**src/rtl/aes_pkg.sv**
```systemverilog
// Shared types and widths for the AES block loader and its shift-in registers.
package aes_pkg;

    localparam int unsigned WORD_W    = 32;
    localparam int unsigned KEY_WORDS = 8;
    localparam int unsigned PT_WORDS  = 4;
    localparam int unsigned KEY_W     = WORD_W * KEY_WORDS;
    localparam int unsigned PT_W      = WORD_W * PT_WORDS;
    localparam int unsigned CNT_W     = 3;
    localparam int unsigned SETTLE_W  = 8;

    typedef enum logic [1:0] {
        S_KEY  = 2'd0,
        S_PT   = 2'd1,
        S_WAIT = 2'd2,
        S_OUT  = 2'd3
    } state_e;

endpackage

```
**src/rtl/aes_shift_in_reg.sv**
```systemverilog
// Word-wide shift-in register: each load pushes data_i in at the LSB end,
// so the first word loaded ends up most significant.
module aes_shift_in_reg
    import aes_pkg::*;
#(
    parameter int unsigned WORDS = 4
) (
    input  logic                    clk_i,
    input  logic                    reset_i,
    input  logic                    load_i,
    input  logic [WORD_W-1:0]       data_i,
    output logic [WORDS*WORD_W-1:0] q_o
);

    localparam int unsigned W = WORDS * WORD_W;

    logic [W-1:0] data_q;

    always_ff @(posedge clk_i) begin
        if (reset_i) begin
            data_q <= '0;
        end else if (load_i) begin
            data_q <= {data_q[W-WORD_W-1:0], data_i};
        end
    end

    assign q_o = data_q;

endmodule

```
**src/rtl/aes_block_loader.sv**
```systemverilog
// Streams key/plaintext words into registers feeding a combinational AES-256 core, holds them for
// SETTLE_CYCLES, then captures the ciphertext. Optional key reuse: AES_LOADER_KEY_CACHE_EN.
module aes_block_loader
    import aes_pkg::*;
#(
    parameter int unsigned SETTLE_CYCLES = 4
) (
    input  logic              clk_i,
    input  logic              reset_i,
    input  logic [WORD_W-1:0] data_i,
    input  logic              v_i,
    output logic              ready_o,
    output logic [KEY_W-1:0]  key_o,
    output logic [PT_W-1:0]   pt_o,
    input  logic [PT_W-1:0]   ct_i,
    output logic [PT_W-1:0]   ct_o,
    output logic              v_o,
`ifdef AES_LOADER_KEY_CACHE_EN
    input  logic              reuse_key_i,
`endif
    input  logic              ready_i
);

    state_e              state_q, state_d;
    logic [CNT_W-1:0]    word_cnt_q, word_cnt_d;
    logic [SETTLE_W-1:0] settle_cnt_q, settle_cnt_d;
    logic [PT_W-1:0]     ct_q, ct_d;
    logic                v_q, v_d;
    logic                ready_q, ready_d;
    logic                key_ld, pt_ld;
    logic                xfer;
    logic                reuse_ok;

    assign xfer = v_i && ready_q;

    aes_shift_in_reg #(.WORDS(KEY_WORDS)) u_key_reg (
        .clk_i   (clk_i),
        .reset_i (reset_i),
        .load_i  (key_ld),
        .data_i  (data_i),
        .q_o     (key_o)
    );

    aes_shift_in_reg #(.WORDS(PT_WORDS)) u_pt_reg (
        .clk_i   (clk_i),
        .reset_i (reset_i),
        .load_i  (pt_ld),
        .data_i  (data_i),
        .q_o     (pt_o)
    );

`ifdef AES_LOADER_KEY_CACHE_EN
    // A complete key stays usable until reset; partial keys never count.
    logic key_valid_q, key_valid_d;

    assign key_valid_d = key_valid_q
                       | (key_ld && (word_cnt_q == CNT_W'(KEY_WORDS - 1)));
    assign reuse_ok    = reuse_key_i && key_valid_q;

    always_ff @(posedge clk_i) begin
        if (reset_i) begin
            key_valid_q <= 1'b0;
        end else begin
            key_valid_q <= key_valid_d;
        end
    end
`else
    assign reuse_ok = 1'b0;
`endif

    always_ff @(posedge clk_i) begin
        if (reset_i) begin
            state_q      <= S_KEY;
            word_cnt_q   <= '0;
            settle_cnt_q <= '0;
            ct_q         <= '0;
            v_q          <= 1'b0;
            ready_q      <= 1'b1;
        end else begin
            state_q      <= state_d;
            word_cnt_q   <= word_cnt_d;
            settle_cnt_q <= settle_cnt_d;
            ct_q         <= ct_d;
            v_q          <= v_d;
            ready_q      <= ready_d;
        end
    end

    // Next state; ready is registered from the state being entered.
    always_comb begin
        state_d      = state_q;
        word_cnt_d   = word_cnt_q;
        settle_cnt_d = settle_cnt_q;
        ct_d         = ct_q;
        v_d          = v_q;
        key_ld       = 1'b0;
        pt_ld        = 1'b0;

        unique case (state_q)
            S_KEY: begin
                if (xfer) begin
                    key_ld = 1'b1;
                    if (word_cnt_q == CNT_W'(KEY_WORDS - 1)) begin
                        word_cnt_d = '0;
                        state_d    = S_PT;
                    end else begin
                        word_cnt_d = word_cnt_q + CNT_W'(1);
                    end
                end
            end
            S_PT: begin
                if (xfer) begin
                    pt_ld = 1'b1;
                    if (word_cnt_q == CNT_W'(PT_WORDS - 1)) begin
                        word_cnt_d   = '0;
                        settle_cnt_d = '0;
                        state_d      = S_WAIT;
                    end else begin
                        word_cnt_d = word_cnt_q + CNT_W'(1);
                    end
                end
            end
            S_WAIT: begin
                // Core inputs have been stable SETTLE_CYCLES cycles when this fires.
                settle_cnt_d = settle_cnt_q + SETTLE_W'(1);
                if (settle_cnt_q == SETTLE_W'(SETTLE_CYCLES - 1)) begin
                    ct_d    = ct_i;
                    v_d     = 1'b1;
                    state_d = S_OUT;
                end
            end
            S_OUT: begin
                if (v_q && ready_i) begin
                    v_d     = 1'b0;
                    state_d = reuse_ok ? S_PT : S_KEY;
                end
            end
            default: begin
                state_d = S_KEY;
            end
        endcase

        ready_d = (state_d == S_KEY) || (state_d == S_PT);
    end

    assign ready_o = ready_q;
    assign ct_o    = ct_q;
    assign v_o     = v_q;

endmodule
```
**config.mk**
```make
export PLATFORM = sky130hd
export DESIGN_NAME = aes_block_loader
export DESIGN_NICKNAME = d
export VERILOG_FILES = /design/src/rtl/aes_pkg.sv /design/src/rtl/aes_shift_in_reg.sv /design/src/rtl/aes_block_loader.sv
export SDC_FILE = /design/constraint.sdc
export NUM_CORES = 1
export LEC_CHECK = 0
export CAP_MARGIN = 0
export CORE_AREA = 5 5 259 261
export CTS_BUF_LIST = sky130_fd_sc_hd__clkbuf_16
export CTS_CLUSTER_SIZE = 14
export DETAILED_ROUTE_END_ITERATION = 7
export DIE_AREA = 0 0 264 266
export PLACE_DENSITY_LB_ADDON = 0.08
export SLEW_MARGIN = 10
export SYNTH_ARGS = -nofsm -noshare
export SYNTH_HDL_FRONTEND = slang
export SYNTH_SLANG_ARGS = --single-unit
```
**constraint.sdc**
```tcl
create_clock -name clk_i -period 2.3 [get_ports clk_i]
set_input_delay 0.69 -clock clk_i [delete_from_list [all_inputs] [get_ports clk_i]]
set_output_delay 0.69 -clock clk_i [all_outputs]
set_load 0.02 [all_outputs]
```
==> results.ini <==
[floorplanning]
fp.dieW_um=264
placeableCoreArea_um2=64200
initial_utilization=0.294
chipHeight_um=266
io_pins=678
die_area_um2=70200
rows=93

[cells_and_area]
area_growth_pct=49.8
drive_gt1_frac=0.0492
nets=3111
fin_cells=3852
layout_common_cells=nand2_1 (1,032), dfxtp_1 (527), dlygate4sd2_1 (437), a21oi_1 (391), clkdlybuf4s50_1 (209)
final_common_cell=nand2_1

[worst_setup_path]
reg2reg_slack_ns=0.24
rr_worst_depth=5
crit_fanout=2
path_cells=clkdlybuf4s50_1
cp.required_ns=1.61
r2r-end=ct_o[59]$_SDFFE_PP0P_
crit_arrival_ns=1.56
cp-start-kind=flop
cpPeakStageDelay_ns=0.61
critical_path_class=reg2out
r2r_start=settle_cnt_q[2]$_SDFFE_PP0P_
crit_slowest_cell=clkdlybuf4s50_1
path_delay_family=buffers and inverters
end_kind=output port
cp.buffers_inverters=1

[grt]
antenna_found_initial=9
grt_pass1_wl_um=111000
grt_pass1_vias=17200
grt_start_max_net_pins=100
grt-ovfl-total=0
track_usage=0.201

[sta]
maxSlewViolCount=0
finalClockSkew_ns=0.0105
slew_headroom=0.717
fin_crit_sh=0.977
setup_viol=0
timing.setup.tns_ns=0
finalWorstSetupSlack_ns=0.0531
fmax_mhz=445
worst_pin_slew_ns=0.425
timing_hold_violations_final=0
min_period_ns=2.25

[cts]
cts_max_level=2
clk_latency_ns=0.62
post_cts_buffers=0
clk_pin_slew_ns=0.06
cts_buffers=59
cts_tree=built
cts_sinks=527
cts_root_buffer=clkbuf_16
cts_buffer_depth=3

[power]
vdd.ir_drop.worst_uv=462
power_mw=19.1
power.static_leakage_nw=12.3
cellPowerDensity_nw_per_um2=674

[logic_synthesis]
ys.flop_type=dfxtp_1
yosys.cell_types.count=41
synth-edff-count=0
seq_area_frac_synth=0.558
synthCells=2314
yosys_warnings=0
synthArstFlopShare=0
syn_nets=2483
avgSynthCellArea_um2=8.17
synth-seq-cells=527
syn_area_um2=18900

[min_path]
holdPathStages=2
hold_path.startpoint=reset_i
whs_endpoint=word_cnt_q[1]$_SDFFE_PP0P_
hold_path.class=in2reg

[routing]
post_drt_via_cell_ratio=4.55
dr.pass1.iters=5
routedWlPerCell_um=19.6
drtIter0Drc=941
vias=17500
drt_wl_total_um=75300
final_antenna_net_count=0
drc_errors=0

[placement]
place.gp.congestion=0.836
place_ws_ns=-0.0687
place_hpwl_um=56300
dp_cells=3736
io_buffers=677

[flow_run]
max_cap_viol_count=0

[status]
outcome=complete, no violations

## per-stage QoR
| stage | util | hold WS [ns] | instance area [µm²] |
|---|---|---|---|
| 2_1_floorplan | - | 0.436 | 18900 |
| 3_3_place_gp | 0.420 | 0.442 | 27000 |
| 3_5_place_dp | 0.420 | 0.447 | 27000 |
| 4_1_cts | 0.439 | 0.382 | 28200 |
| 5_1_grt | 0.441 | 0.411 | 28300 |
| 6_report | 0.441 | 0.426 | 28300 |
## layer usage
metal  routed length (µm)  global-route usage  up-vias
met5                   16                   0        -
met2                36300               0.342      528
met1                29300               0.226     8126
li1                     -                   -     8757
met4                 2920              0.0859        2
met3                 6840              0.0785      131
## worst max-delay path by stage
stage,start,endpoint,cells after the start
2_1_floorplan,settle_cnt_q[2]$_SDFFE_PP0P_,ct_o[100]$_SDFFE_PP0P_,6
3_3_place_gp,v_i,u_key_reg.q_o[151]$_SDFFE_PP0P_,6
3_5_place_dp,v_i,u_key_reg.q_o[151]$_SDFFE_PP0P_,6
4_1_cts,ct_o[94]$_SDFFE_PP0P_,ct_o[94],1
5_1_grt,ct_o[47]$_SDFFE_PP0P_,ct_o[47],1
6_report,ct_o[47]$_SDFFE_PP0P_,ct_o[47],1
## cell usage after synthesis (2+ instances only)
master,n,area share
a211oi_1,3,0.0012
a21oi_1,391,0.10
a31oi_1,2,0.00066
buf_1,7,0.0014
buf_2,29,0.0077
buf_6,10,0.0060
clkbuf_1,129,0.026
dfxtp_1,527,0.56
ha_1,5,0.0033
inv_1,5,0.00099
mux2i_1,129,0.068
nand2_1,1032,0.21
nand3_1,6,0.0016
nand3b_1,3,0.0012
nor2_1,2,0.00040
o211ai_1,3,0.0012
o21a_1,2,0.00079
o21ai_0,2,0.00053
o221ai_1,2,0.00093
or3_1,3,0.00099
or4_1,2,0.00079
## timing repair
item,4_1_cts,5_1_grt
gates cloned,0,0
endpoints found under the setup margin,437,30
resized for setup,437,30
pin swaps,0,0
hold buffers,0,0
## report_power, final
part           internal, mW  total [mW]  switching (mW)
logic                 0.466        1.08           0.617
clock network          4.87        8.74            3.87
registers              9.20        9.26          0.0620
total                  14.5        19.1            4.55
## area by class of cell
class	instances	area [µm²]
fill	6603	35900
timing repair buffer	743	7290
sequential	527	10600
tap	855	1070
clock inverter	47	240
antenna	8	20.0
inverter	6	27.5
multi-input combinational	1605	7580
clock buffer	61	1530
## flip-flops by register name (all words and copies together) (netlist names), named ones only
| register | flops |
|---|---|
| ct_o | 128 |
| ready_o | 1 |
| settle_cnt_q | 8 |
| state_q | 1 |
| u_key_reg.q_o | 256 |
| u_pt_reg.q_o | 128 |
| v_o | 1 |
| word_cnt_q | 3 |
## logic make-up (layout without fill, tap and decap cells)
logic type,count (synthesis),in the layout,synth area share
compound gates,411,411,0.112
fa+ha+maj,5,5,0.00331
buf+inv,182,857,0.0422
flops,527,527,0.558
mux,130,130,0.0689
other cells,0,8,0
simple gates,1059,1059,0.215
No activity file was read; power rests on OpenSTA's default activity.
